[src/rtl/tune_sequencer.sv]
// Note sequencer: 8-deep note FIFO feeding a square-wave tone generator with per-note beat timing and a silent gap.
// Optional build macro TUNE_SEQ_LOOP_EN adds the 'loop' input that re-queues each popped note at the FIFO tail.
module tune_sequencer #(
   parameter int PRESCALE   = 93,
   parameter int BEAT_TICKS = 512,
   parameter int GAP_TICKS  = 64
) (
   input  logic        wb_clk_i,
   input  logic        rst_n,
   input  logic        enable,
   input  logic        note_valid,
   input  logic [11:0] note_data,
   output logic        note_ready,
`ifdef TUNE_SEQ_LOOP_EN
   input  logic        loop,
`endif
   output logic        tone_out,
   output logic        note_start,
   output logic        busy,
   output logic [3:0]  fifo_level
);

   localparam int PW = (PRESCALE > 1)   ? $clog2(PRESCALE)   : 1;
   localparam int BW = (BEAT_TICKS > 1) ? $clog2(BEAT_TICKS) : 1;
   localparam int GW = (GAP_TICKS > 1)  ? $clog2(GAP_TICKS)  : 1;

   localparam logic [PW-1:0] PRESC_LAST = PW'(PRESCALE - 1);
   localparam logic [BW-1:0] BEAT_LAST  = BW'(BEAT_TICKS - 1);
   localparam logic [GW-1:0] GAP_LAST   = GW'(GAP_TICKS - 1);

   typedef enum logic [1:0] {
      S_IDLE,
      S_PLAY,
      S_GAP
   } state_t;

   state_t          r_state;
   logic            r_tone;
   logic            r_noteStart;
   logic            r_busy;
   logic [7:0]      r_hp;
   logic [4:0]      r_beatsLeft;
   logic [PW-1:0]   r_presc;
   logic [7:0]      r_half;
   logic [BW-1:0]   r_beat;
   logic [GW-1:0]   r_gap;

   logic [11:0]     r_mem [8];
   logic [2:0]      r_wrPtr;
   logic [2:0]      r_rdPtr;
   logic [3:0]      r_level;

   logic            w_tick;
   logic            w_noteEnd;
   logic            w_gapEnd;
   logic            w_pop;
   logic            w_push;
   logic            w_loopWr;
   logic            w_wrEn;
   logic [11:0]     w_head;
   logic [11:0]     w_wrData;

   assign w_head    = r_mem[r_rdPtr];
   assign w_tick    = (r_presc == PRESC_LAST);
   assign w_noteEnd = (r_state == S_PLAY) && w_tick && (r_beat == BEAT_LAST) && (r_beatsLeft == 5'd0);
   assign w_gapEnd  = (r_state == S_GAP) && w_tick && (r_gap == GAP_LAST);

   // A pop only ever happens at a note boundary: from IDLE, or straight out of the gap.
   assign w_pop = enable && (r_level != 4'd0) && ((r_state == S_IDLE) || w_gapEnd);

`ifdef TUNE_SEQ_LOOP_EN
   assign w_loopWr = w_pop & loop;
`else
   assign w_loopWr = 1'b0;
`endif

   // The looped write-back owns the tail slot this cycle, so the host is held off.
   assign note_ready = (r_level != 4'd8) && !w_loopWr;
   assign w_push     = note_valid && note_ready;
   assign w_wrEn     = w_push || w_loopWr;
   assign w_wrData   = w_loopWr ? w_head : note_data;

   assign tone_out   = r_tone;
   assign note_start = r_noteStart;
   assign busy       = r_busy;
   assign fifo_level = r_level;

   always_ff @(posedge wb_clk_i) begin
      if (!rst_n) begin
         r_wrPtr <= 3'd0;
         r_rdPtr <= 3'd0;
         r_level <= 4'd0;
      end else begin
         if (w_wrEn) begin
            r_mem[r_wrPtr] <= w_wrData;
            r_wrPtr        <= r_wrPtr + 3'd1;
         end
         if (w_pop) begin
            r_rdPtr <= r_rdPtr + 3'd1;
         end
         if (w_push && !w_pop) begin
            r_level <= r_level + 4'd1;
         end else if (w_pop && !w_push && !w_loopWr) begin
            r_level <= r_level - 4'd1;
         end
      end
   end

   always_ff @(posedge wb_clk_i) begin
      if (!rst_n) begin
         r_state     <= S_IDLE;
         r_tone      <= 1'b0;
         r_noteStart <= 1'b0;
         r_busy      <= 1'b0;
         r_hp        <= 8'd0;
         r_beatsLeft <= 5'd0;
         r_presc     <= '0;
         r_half      <= 8'd0;
         r_beat      <= '0;
         r_gap       <= '0;
      end else begin
         r_noteStart <= 1'b0;
         if (w_pop) begin
            r_state     <= S_PLAY;
            r_noteStart <= 1'b1;
            r_busy      <= 1'b1;
            r_tone      <= 1'b0;
            r_hp        <= w_head[11:4];
            r_beatsLeft <= {1'b0, w_head[3:0]};
            r_presc     <= '0;
            r_half      <= 8'd0;
            r_beat      <= '0;
            r_gap       <= '0;
         end else if (!enable) begin
            r_state <= S_IDLE;
            r_busy  <= 1'b0;
            r_tone  <= 1'b0;
            r_presc <= '0;
            r_half  <= 8'd0;
            r_beat  <= '0;
            r_gap   <= '0;
         end else begin
            case (r_state)
               S_PLAY: begin
                  r_presc <= w_tick ? '0 : r_presc + 1'b1;
                  if (w_noteEnd) begin
                     r_state <= S_GAP;
                     r_tone  <= 1'b0;
                     r_half  <= 8'd0;
                     r_beat  <= '0;
                     r_gap   <= '0;
                  end else if (w_tick) begin
                     // A zero half-period is a rest: the tone never leaves 0.
                     if (r_hp != 8'd0) begin
                        if (r_half == r_hp - 8'd1) begin
                           r_half <= 8'd0;
                           r_tone <= ~r_tone;
                        end else begin
                           r_half <= r_half + 8'd1;
                        end
                     end
                     if (r_beat == BEAT_LAST) begin
                        r_beat      <= '0;
                        r_beatsLeft <= r_beatsLeft - 5'd1;
                     end else begin
                        r_beat <= r_beat + 1'b1;
                     end
                  end
               end
               S_GAP: begin
                  r_presc <= w_tick ? '0 : r_presc + 1'b1;
                  if (w_gapEnd) begin
                     r_state <= S_IDLE;
                     r_busy  <= 1'b0;
                     r_gap   <= '0;
                  end else if (w_tick) begin
                     r_gap <= r_gap + 1'b1;
                  end
               end
               default: begin
                  r_state <= S_IDLE;
               end
            endcase
         end
      end
   end

endmodule

[config.mk]
export PLATFORM = sky130hd
export DESIGN_NAME = tune_sequencer
export DESIGN_NICKNAME = d
export VERILOG_FILES = /design/src/rtl/tune_sequencer.sv
export SDC_FILE = /design/constraint.sdc
export NUM_CORES = 1
export LEC_CHECK = 0
export CORE_MARGIN = 3
export CORE_UTILIZATION = 60
export CTS_BUF_LIST = sky130_fd_sc_hd__clkbuf_2 sky130_fd_sc_hd__clkbuf_4 sky130_fd_sc_hd__clkbuf_8
export CTS_CLUSTER_DIAMETER = 120
export DETAILED_ROUTE_END_ITERATION = 8
export GPL_TIMING_DRIVEN = 0
export PLACE_DENSITY = 0.87
export RECOVER_POWER = 50
export SLEW_MARGIN = 30
export SYNTH_ARGS = -nofsm -noshare
export SYNTH_HDL_FRONTEND = slang
export SYNTH_SLANG_ARGS = --single-unit
[constraint.sdc]
create_clock -name wb_clk_i -period 9.4 [get_ports wb_clk_i]
set_input_delay 1.41 -clock wb_clk_i [delete_from_list [all_inputs] [get_ports wb_clk_i]]
set_output_delay 1.41 -clock wb_clk_i [all_outputs]
set_load 0.05 [all_outputs]
==> metrics.txt, run 1 <==
ANT nets after route 0; worst-path cell chain dlygate4sd3_1 > and2_0 > and2_0 > clkbuf_1 > inv_1 > ha_1 > inv_1 > ha_1 > a21o_1 > a21oi_1 > xnor2_1 > or3_1 > a21oi_1; Layout Skew 12.4 ps; clock sinks 157; final net count 606; Synth Instances 524; clk_lat worst skew 460 ps; die extent in y 113 um; largest net degree at the start of global routing 17; Synth async-reset ratio 0%; DR iter-0 viols 288; total grt overflow 0; vias in the first global route 4474; CP peak stage delay 630 ps; Synth Flop Type edfxtp_1; Core Region 0.0110 mm2; Setup WS pre-CTS 5240 ps; post-CTS setup repair buffer count 0; PortBufs 22; final worst setup slack 5270 ps; Initial Util 62.3%; DR WL/cell 18.2 um; unrepaired setup endpoints after global routing false; sequential element share of the synthesized area 59.7%; # resized after CTS 0; vias 4374; crit end category register; DP Cell Count 693; Post-CTS Hold Buffers 0; ratio of cells with drive above 1 in the final layout 14.0%; pwr/cell area 236 mW/mm2; Hold Slack 484 ps; Final HPWL DP 9070 um; first-pass GRT wire length 21800 um; First-pass DRT Iterations 5; FP Rows 38; I/O Pins 24; final-report hold violation count 0; post-synth top area share 41.9%; Synth cell types 58; Max Cap Viol 0; leakage 0.00251 uW; die width 113 um; H-tree depth 4; EDFF count, synth 96; Min-Delay Path Class register to register; die area 0.0128 mm2; clock buffer depth 2; status complete, no violations; crit path max fanout 9; Peak Freq 242 MHz; Rel. slew slack 25.8%; CTS tree done; Syn Nets 558; most numerous cell in the Yosys netlist edfxtp_1; Synth-to-Final Area Change 12.3%; clock period minus worst slack 4130 ps; Worst EP required 9790 ps; YS warnings 0; CP Class input port to register; VDD IR-drop max 0.160 mV; Final GP Congestion 0.789; top cells by area, synth edfxtp_1 (42%), dfxtp_1 (18%), mux4_2 (7.9%); Final TNS setup 0 ps; Mapped Area 0.00688 mm2; Post-Route WL 13200 um; # setup viols final 0; slowest stage cell, crit path dlygate4sd3_1; # DRC 0; Tot GR Track Use 22.1%; fin crit share 44.0%; number of CTS-inserted buffers 17; Max Slew Vio Count 0; synthesized flop and latch total 157; Post-Syn Area per Cell 13.1 um2; top cells by count, synth edfxtp_1 (96), dfxtp_1 (61), nor2_1 (50); Yosys top cell by area edfxtp_1; Worst-path clk slew 90 ps; Setup crit start kind input port; root buffer cell clkbuf_8; Final Non-Filler Cells 725; CP arrival 4520 ps; Antenna Cells 0; worst slew pin tran 1110 ps; initial antenna violation count 0; vias per cell 6.03
## stage by stage
| step | total power, uW | util, % | cell area, um2 |
|---|---|---|---|
| floorplan | 1230 | - | 6880 |
| global placement | 1330 | 65.9 | 7270 |
| detailed placement | 1360 | 66.7 | 7350 |
| CTS | 1840 | 70.1 | 7730 |
| global route | 1910 | 70.0 | 7720 |
| finish | 1820 | 70.0 | 7720 |
## layer usage
layer | part of all wire [%] | global-route usage (%) | vias up
met1 | 41 | 27.0 | 2162
li1 | - | - | 2073
met3 | 5.0 | 5.24 | 24
met5 | 0 | 0 | -
met4 | 1.9 | 9.13 | 0
met2 | 52 | 37.8 | 115
## placed cells by master, fill, tap and decap left out, types with 4 or more instances in the layout
master           Yosys  layout
a211oi_1            15      16
a21oi_1             18      18
buf_1                4       4
buf_2                6       7
clkbuf_1            15      18
clkbuf_8             0      17
clkdlybuf4s50_1      0       8
dfxtp_1             61      61
dlygate4sd3_1        0      14
edfxtp_1            96      96
ha_1                17      17
inv_1               19      19
mux2i_1             16      16
mux4_2              24      24
nand2_1             24      24
nand2b_1             4       4
nand3_1              9       9
nand4_1              8       8
nor2_1              50      47
nor3_1              14      11
nor3_2               1       4
nor4_1               7       6
o211a_1              4       4
o21a_1               4       4
o21ai_0              9       9
o31ai_1              4       4
or3_1                6       6
or4_1                8       8
xnor2_1             24      24
xor2_1              14      14
## worst max-delay path: cells and delay by family
family | cells | cell delay, ps
AO/OA/AOI/OAI | 3 | 470
AND/OR/NAND/NOR | 3 | 630
adder cells (fa/ha/maj) | 2 | 520
buffers and inverters | 4 | 1380
XOR/XNOR | 1 | 100
## power by group
group	switching, uW	leakage, uW	internal (uW)
clock	263	0.000194	222
sequential	41.2	0.00136	782
combinational	299	0.000955	215
total	604	0.00251	1220
## flip-flops by register name (all words and copies together), names as in the netlist, named ones only
signal,cells
r_hp,8
note_start,1
r_half,8
r_wrPtr,3
fifo_level,4
r_beatsLeft,5
r_state,2
r_presc,7
r_gap,6
r_beat,9
r_rdPtr,3
r_mem,96
tone_out,1
busy,1
## area by class of cell
cell class / instances / area, um2
Timing Repair Buffer: 29 / 267
Tap cell: 140 / 175
Fill cell: 733 / 3310
Sequential cell: 157 / 4100
Multi-Input combinational cell: 321 / 2610
Inverter: 19 / 71.3
Buffer: 27 / 116
Clock buffer: 19 / 249
Clock inverter: 13 / 133
## final timing paths
kind,start,to,slack (ps),depth (start not counted)
setup / recovery,enable,fifo_level[3],5270,13
hold / removal,r_beat[1],r_beat[1],480,2
setup reg to reg,r_state[0],fifo_level[3],5540,15
hold reg to reg,r_beat[1],r_beat[1],480,2
## logic make-up (layout without fill, tap and decap cells)
| kind of cell | Yosys count | in the layout | synth area share (%) |
|---|---|---|---|
| adder cells (fa/ha/maj) | 18 | 18 | 3.38 |
| buffers and inverters | 46 | 107 | 2.78 |
| XOR/XNOR | 38 | 38 | 4.84 |
| AO/OA/AOI/OAI | 75 | 75 | 7.66 |
| multiplexers | 40 | 40 | 10.2 |
| AND/OR/NAND/NOR | 150 | 150 | 11.4 |
| flip-flops | 157 | 157 | 59.7 |
Power figures use the tool's default switching activity.
==> inputs of run 2 (changes only) <==
Clock period 9.4 ns to 4.3 ns, I/O delays scaled along.
==> run 2 against run 1 <==
Sequential share of layout area is essentially flat. Hold slack better by 0.90 ps. Combinational power grew 120%. Clock power grew 120%. Critical path depth rose by 2. Cell count stayed put. Power is 120% higher. Core utilization up 0.057 points. Die area unchanged. Via count down 1.3%. Final area about the same. Sequential cell count unchanged. Largest cell class unchanged. Largest power group unchanged.
==> metrics.txt, run 2 (same netlist as run 1, synthesis figures left out) <==
initial antenna violation count 0; Setup crit start kind register; Synth-to-Final Area Change 12.4%; worst slew pin tran 1020 ps; status complete, no violations; clock period minus worst slack 3580 ps; Worst EP required 4680 ps; die area 0.0128 mm2; fin area 0.00773 mm2; vias per cell 5.95; unrepaired setup endpoints after global routing false; DR iter-0 viols 272; Max Slew Vio Count 0; CP Class register to register; fill count 732; ratio of cells with drive above 1 in the final layout 14.5%; max reg flops 96; crit end category register; vias 4317; vias in the first global route 4474; Hold Slack 485 ps; DR WL/cell 18.0 um; clock sinks 157; Reg with most FFs r_mem; Min-Delay Path Class register to register; final net count 606; leakage 0.00254 uW; total grt overflow 0; First-pass DRT Iterations 5; # resized after CTS 0; H-tree depth 4; Final HPWL DP 9070 um; die extent in y 113 um; clock buffer depth 2; Initial Util 62.3%; FP Rows 38; VDD IR-drop max 0.352 mV; pwr/cell area 517 mW/mm2; DP Cell Count 693; clk_lat worst skew 460 ps; final-report hold violation count 0; most frequent cells in the layout edfxtp_1 (96), dfxtp_1 (61), nor2_1 (47); Max Cap Viol 0; Post-CTS Hold Buffers 0; overall power 3990 uW; first-pass GRT wire length 21800 um; Antenna Cells 0; root buffer cell clkbuf_8; Post-Route WL 13100 um; CP arrival 3960 ps; number of CTS-inserted buffers 17; post-CTS setup repair buffer count 0; largest net degree at the start of global routing 17; Layout Skew 12.3 ps; Tot GR Track Use 22.1%; ANT nets after route 0; PortBufs 22; Worst-path clk slew 90 ps; Final Non-Filler Cells 725; commonest non-fill, non-tap cell in the layout edfxtp_1; Core Region 0.0110 mm2; die width 113 um; # setup viols final 0; Peak Freq 280 MHz; fin crit share 83.2%; CTS tree done; Rel. slew slack 31.3%; # DRC 0; I/O Pins 24; Final TNS setup 0 ps; crit path max fanout 9; Final GP Congestion 0.789; Regs by FF count r_mem: 96 flops, r_beat: 9 flops; dpl cell area 0.00735 mm2
## run 2: cell types whose count changed in the layout (fill, tap and decap cells not counted), moves of 2 or more
cell             change
buf_2                +2
clkbuf_1             -2
clkdlybuf4s50_1      -6
dlygate4sd3_1        +6
## run 2: layout make-up
class / count / area (um2) / area share (%)
sequential: 157 / 4100 / 53.1
buffer: 27 / 119 / 1.54
clock inverter: 13 / 133 / 1.72
inverter: 19 / 71.3 / 0.923
clock buffer: 19 / 249 / 3.22
multi-input combinational: 321 / 2610 / 33.8
tap: 140 / 175 / 2.27
timing repair buffer: 29 / 267 / 3.45
## run 2: power breakdown
group          switching, uW  internal [uW]
Clock                    574            486
Sequential              90.0           1710
Combinational            658            477
## run 2: critical path: stages (launching register included)
cell and delay (ps):
dfxtp_1 360, inv_1 70, ha_1 180, nand4b_1 160, o41ai_1 670, and2_0 200
buf_2 240, inv_1 150, ha_1 250, inv_1 110, ha_1 240, a21o_1 170
a21oi_1 170, xnor2_1 100, or3_1 310, a21oi_1 140
## run 2: worst paths after layout
path                            startpoint            end  slack [ps]  cells after the start
worst max register to register  r_presc[0]  fifo_level[3]         720                     15
worst min-delay path             r_beat[1]      r_beat[1]         480                      2
worst max-delay path            r_presc[0]  fifo_level[3]         720                     15
worst min register to register   r_beat[1]      r_beat[1]         480                      2
## run 2: through the flow
step                      setup slack [ps]  util [%]
after floorplan                       1070         -
after global placement                -281      65.9
after detailed placement               812      66.7
after CTS                              751      70.1
after global routing                   498      70.1
final                                  724      70.1
## run 2: per-layer routing
| metal | part of all wire (%) | GRT usage [%] |
|---|---|---|
| met1 | 41 | 27.0 |
| met2 | 53 | 37.8 |
| met3 | 4.3 | 5.24 |
| met4 | 1.8 | 9.13 |
| met5 | 0 | 0 |
==> inputs of run 3 (changes only) <==
Clock period 4.3 ns to 3.4 ns, I/O delays scaled along.
==> run 3 against run 2 <==
Fmax is 10% higher. Core utilization grew 0.41 points. Sequential share of layout area decreased by 0.31 points. Sequential cell count stayed put. Global-route usage barely moved. Non-clock buffer count up 1. Die area unchanged. Setup slack got worse by 570 ps. Critical path type unchanged. Largest cell class unchanged.
==> metrics.txt, run 3 (same netlist as run 1, synthesis figures left out) <==
Layout Skew 14.1 ps; # setup viols final 0; H-tree depth 4; crit path max fanout 9; clock sinks 157; Clk network pwr share 26.5%; final core occ 70.5%; Post-Route WL 13300 um; CP Class register to register; root buffer cell clkbuf_8; Min-Delay Path Class input port to register; Max Cap Viol 0; DP Cell Count 693; status complete, no violations; Int Power 3390 uW; clock buffer depth 2; initial antenna violation count 0; Psw 1680 uW; worst slew pin tran 995 ps; Synth-to-Final Area Change 13.0%; dpl cell area 0.00735 mm2; first-pass GRT wire length 21800 um; clk_lat worst skew 460 ps; Peak Freq 308 MHz; Initial Util 62.3%; ratio of cells with drive above 1 in the final layout 15.2%; max reg flops 96; ANT nets after route 0; clock period minus worst slack 3250 ps; fin crit share 95.5%; pwr/cell area 652 mW/mm2; total grt overflow 0; Reg with most FFs r_mem; Worst-path clk slew 90 ps; Sw Share 33.2%; Antenna Cells 0; Setup WS pre-CTS -88.4 ps; Rel. slew slack 33.1%; Max Slew Vio Count 0; Gate power share 28.6%; leakage 0.00255 uW; final net count 607; fin area 0.00777 mm2; CTS tree done; Final Non-Filler Cells 726; vias per cell 6.00; final worst setup slack 152 ps; Regs by FF count r_mem: 96 flops, r_beat: 9 flops; Final GP Congestion 0.789; unrepaired setup endpoints after global routing false; DR WL/cell 18.3 um; Hold Slack 461 ps; Worst EP required 3790 ps; Tot GR Track Use 22.1%; DR iter-0 viols 235; Setup crit start kind register; FF-to-FF setup slack 150 ps; final-report hold violation count 0; die extent in y 113 um; Seq pwr share 44.9%; largest net degree at the start of global routing 17; VDD IR-drop max 0.445 mV; vias 4355; CP arrival 3630 ps; most frequent cells in the layout edfxtp_1 (96), dfxtp_1 (61), nor2_1 (47); PortBufs 22; die area 0.0128 mm2; crit end category register; die width 113 um; number of CTS-inserted buffers 17; vias in the first global route 4478; FP Rows 38; Core Region 0.0110 mm2; Final HPWL DP 9070 um; # DRC 0; I/O Pins 24; commonest non-fill, non-tap cell in the layout edfxtp_1; First-pass DRT Iterations 4
==> run 3: worst paths after layout <==
| kind | start | end | depth (start not counted) |
|---|---|---|---|
| setup / recovery | r_state[0] | fifo_level[3] | 15 |
| hold / removal | rst_n | r_beatsLeft[1] | 2 |
| setup reg to reg | r_state[0] | fifo_level[3] | 15 |
| hold reg to reg | r_beat[1] | r_beat[1] | 2 |
==> run 3: layer usage <==
layer  vias to the layer above  wire [um]  GRT usage, %
met5                         -          0             0
met2                       100       6990          37.9
met4                         0        269          9.13
met3                        30        536          5.24
li1                       2073          -             -
met1                      2152       5490          26.9
==> run 3: per-stage QoR <==
step	setup TNS [ps]	power, uW
2_1_floorplan	0	3400
3_3_place_gp	-34030	3670
3_5_place_dp	-88.4	3760
4_1_cts	0	5090
5_1_grt	0	5320
6_report	0	5070
==> run 3: layout make-up <==
cell class / instances / area, um2
Timing Repair Buffer: 30 / 274
Sequential cell: 157 / 4100
Fill cell: 721 / 3260
Clock buffer: 19 / 249
Tap cell: 140 / 175
Inverter: 19 / 71.3
Multi-Input combinational cell: 321 / 2650
Buffer: 27 / 120
Clock inverter: 13 / 133
==> run 3: what timing repair did <==
item / in CTS / in global routing
gates resized for setup: 1 / 6
pin swaps: 0 / 2
setup buffers: 0 / 1
hold buffers: 0 / 0
endpoints found under the hold margin: 0 / 0
setup endpoints to repair: 1 / 1
==> run 3: power by group through the flow <==
stage	Combinational, uW	Sequential (uW)	Clock, uW
after floorplan	1030	2370	0
after global placement	1360	2310	0
after detailed placement	1440	2320	0
after CTS	1450	2280	1360
after global routing	1590	2290	1430
final	1450	2280	1340
==> run 3: critical path, cell delays in order, from the launching register on <==
cell,delay (ps)
dfxtp_1,340
inv_1,120
ha_4,170
nand4_1,220
o41ai_4,440
and2_1,170
buf_4,180
inv_2,80
ha_1,220
inv_1,110
ha_1,240
a21o_1,170
a21oi_1,170
xnor2_1,90
or3_1,310
a21oi_1,130
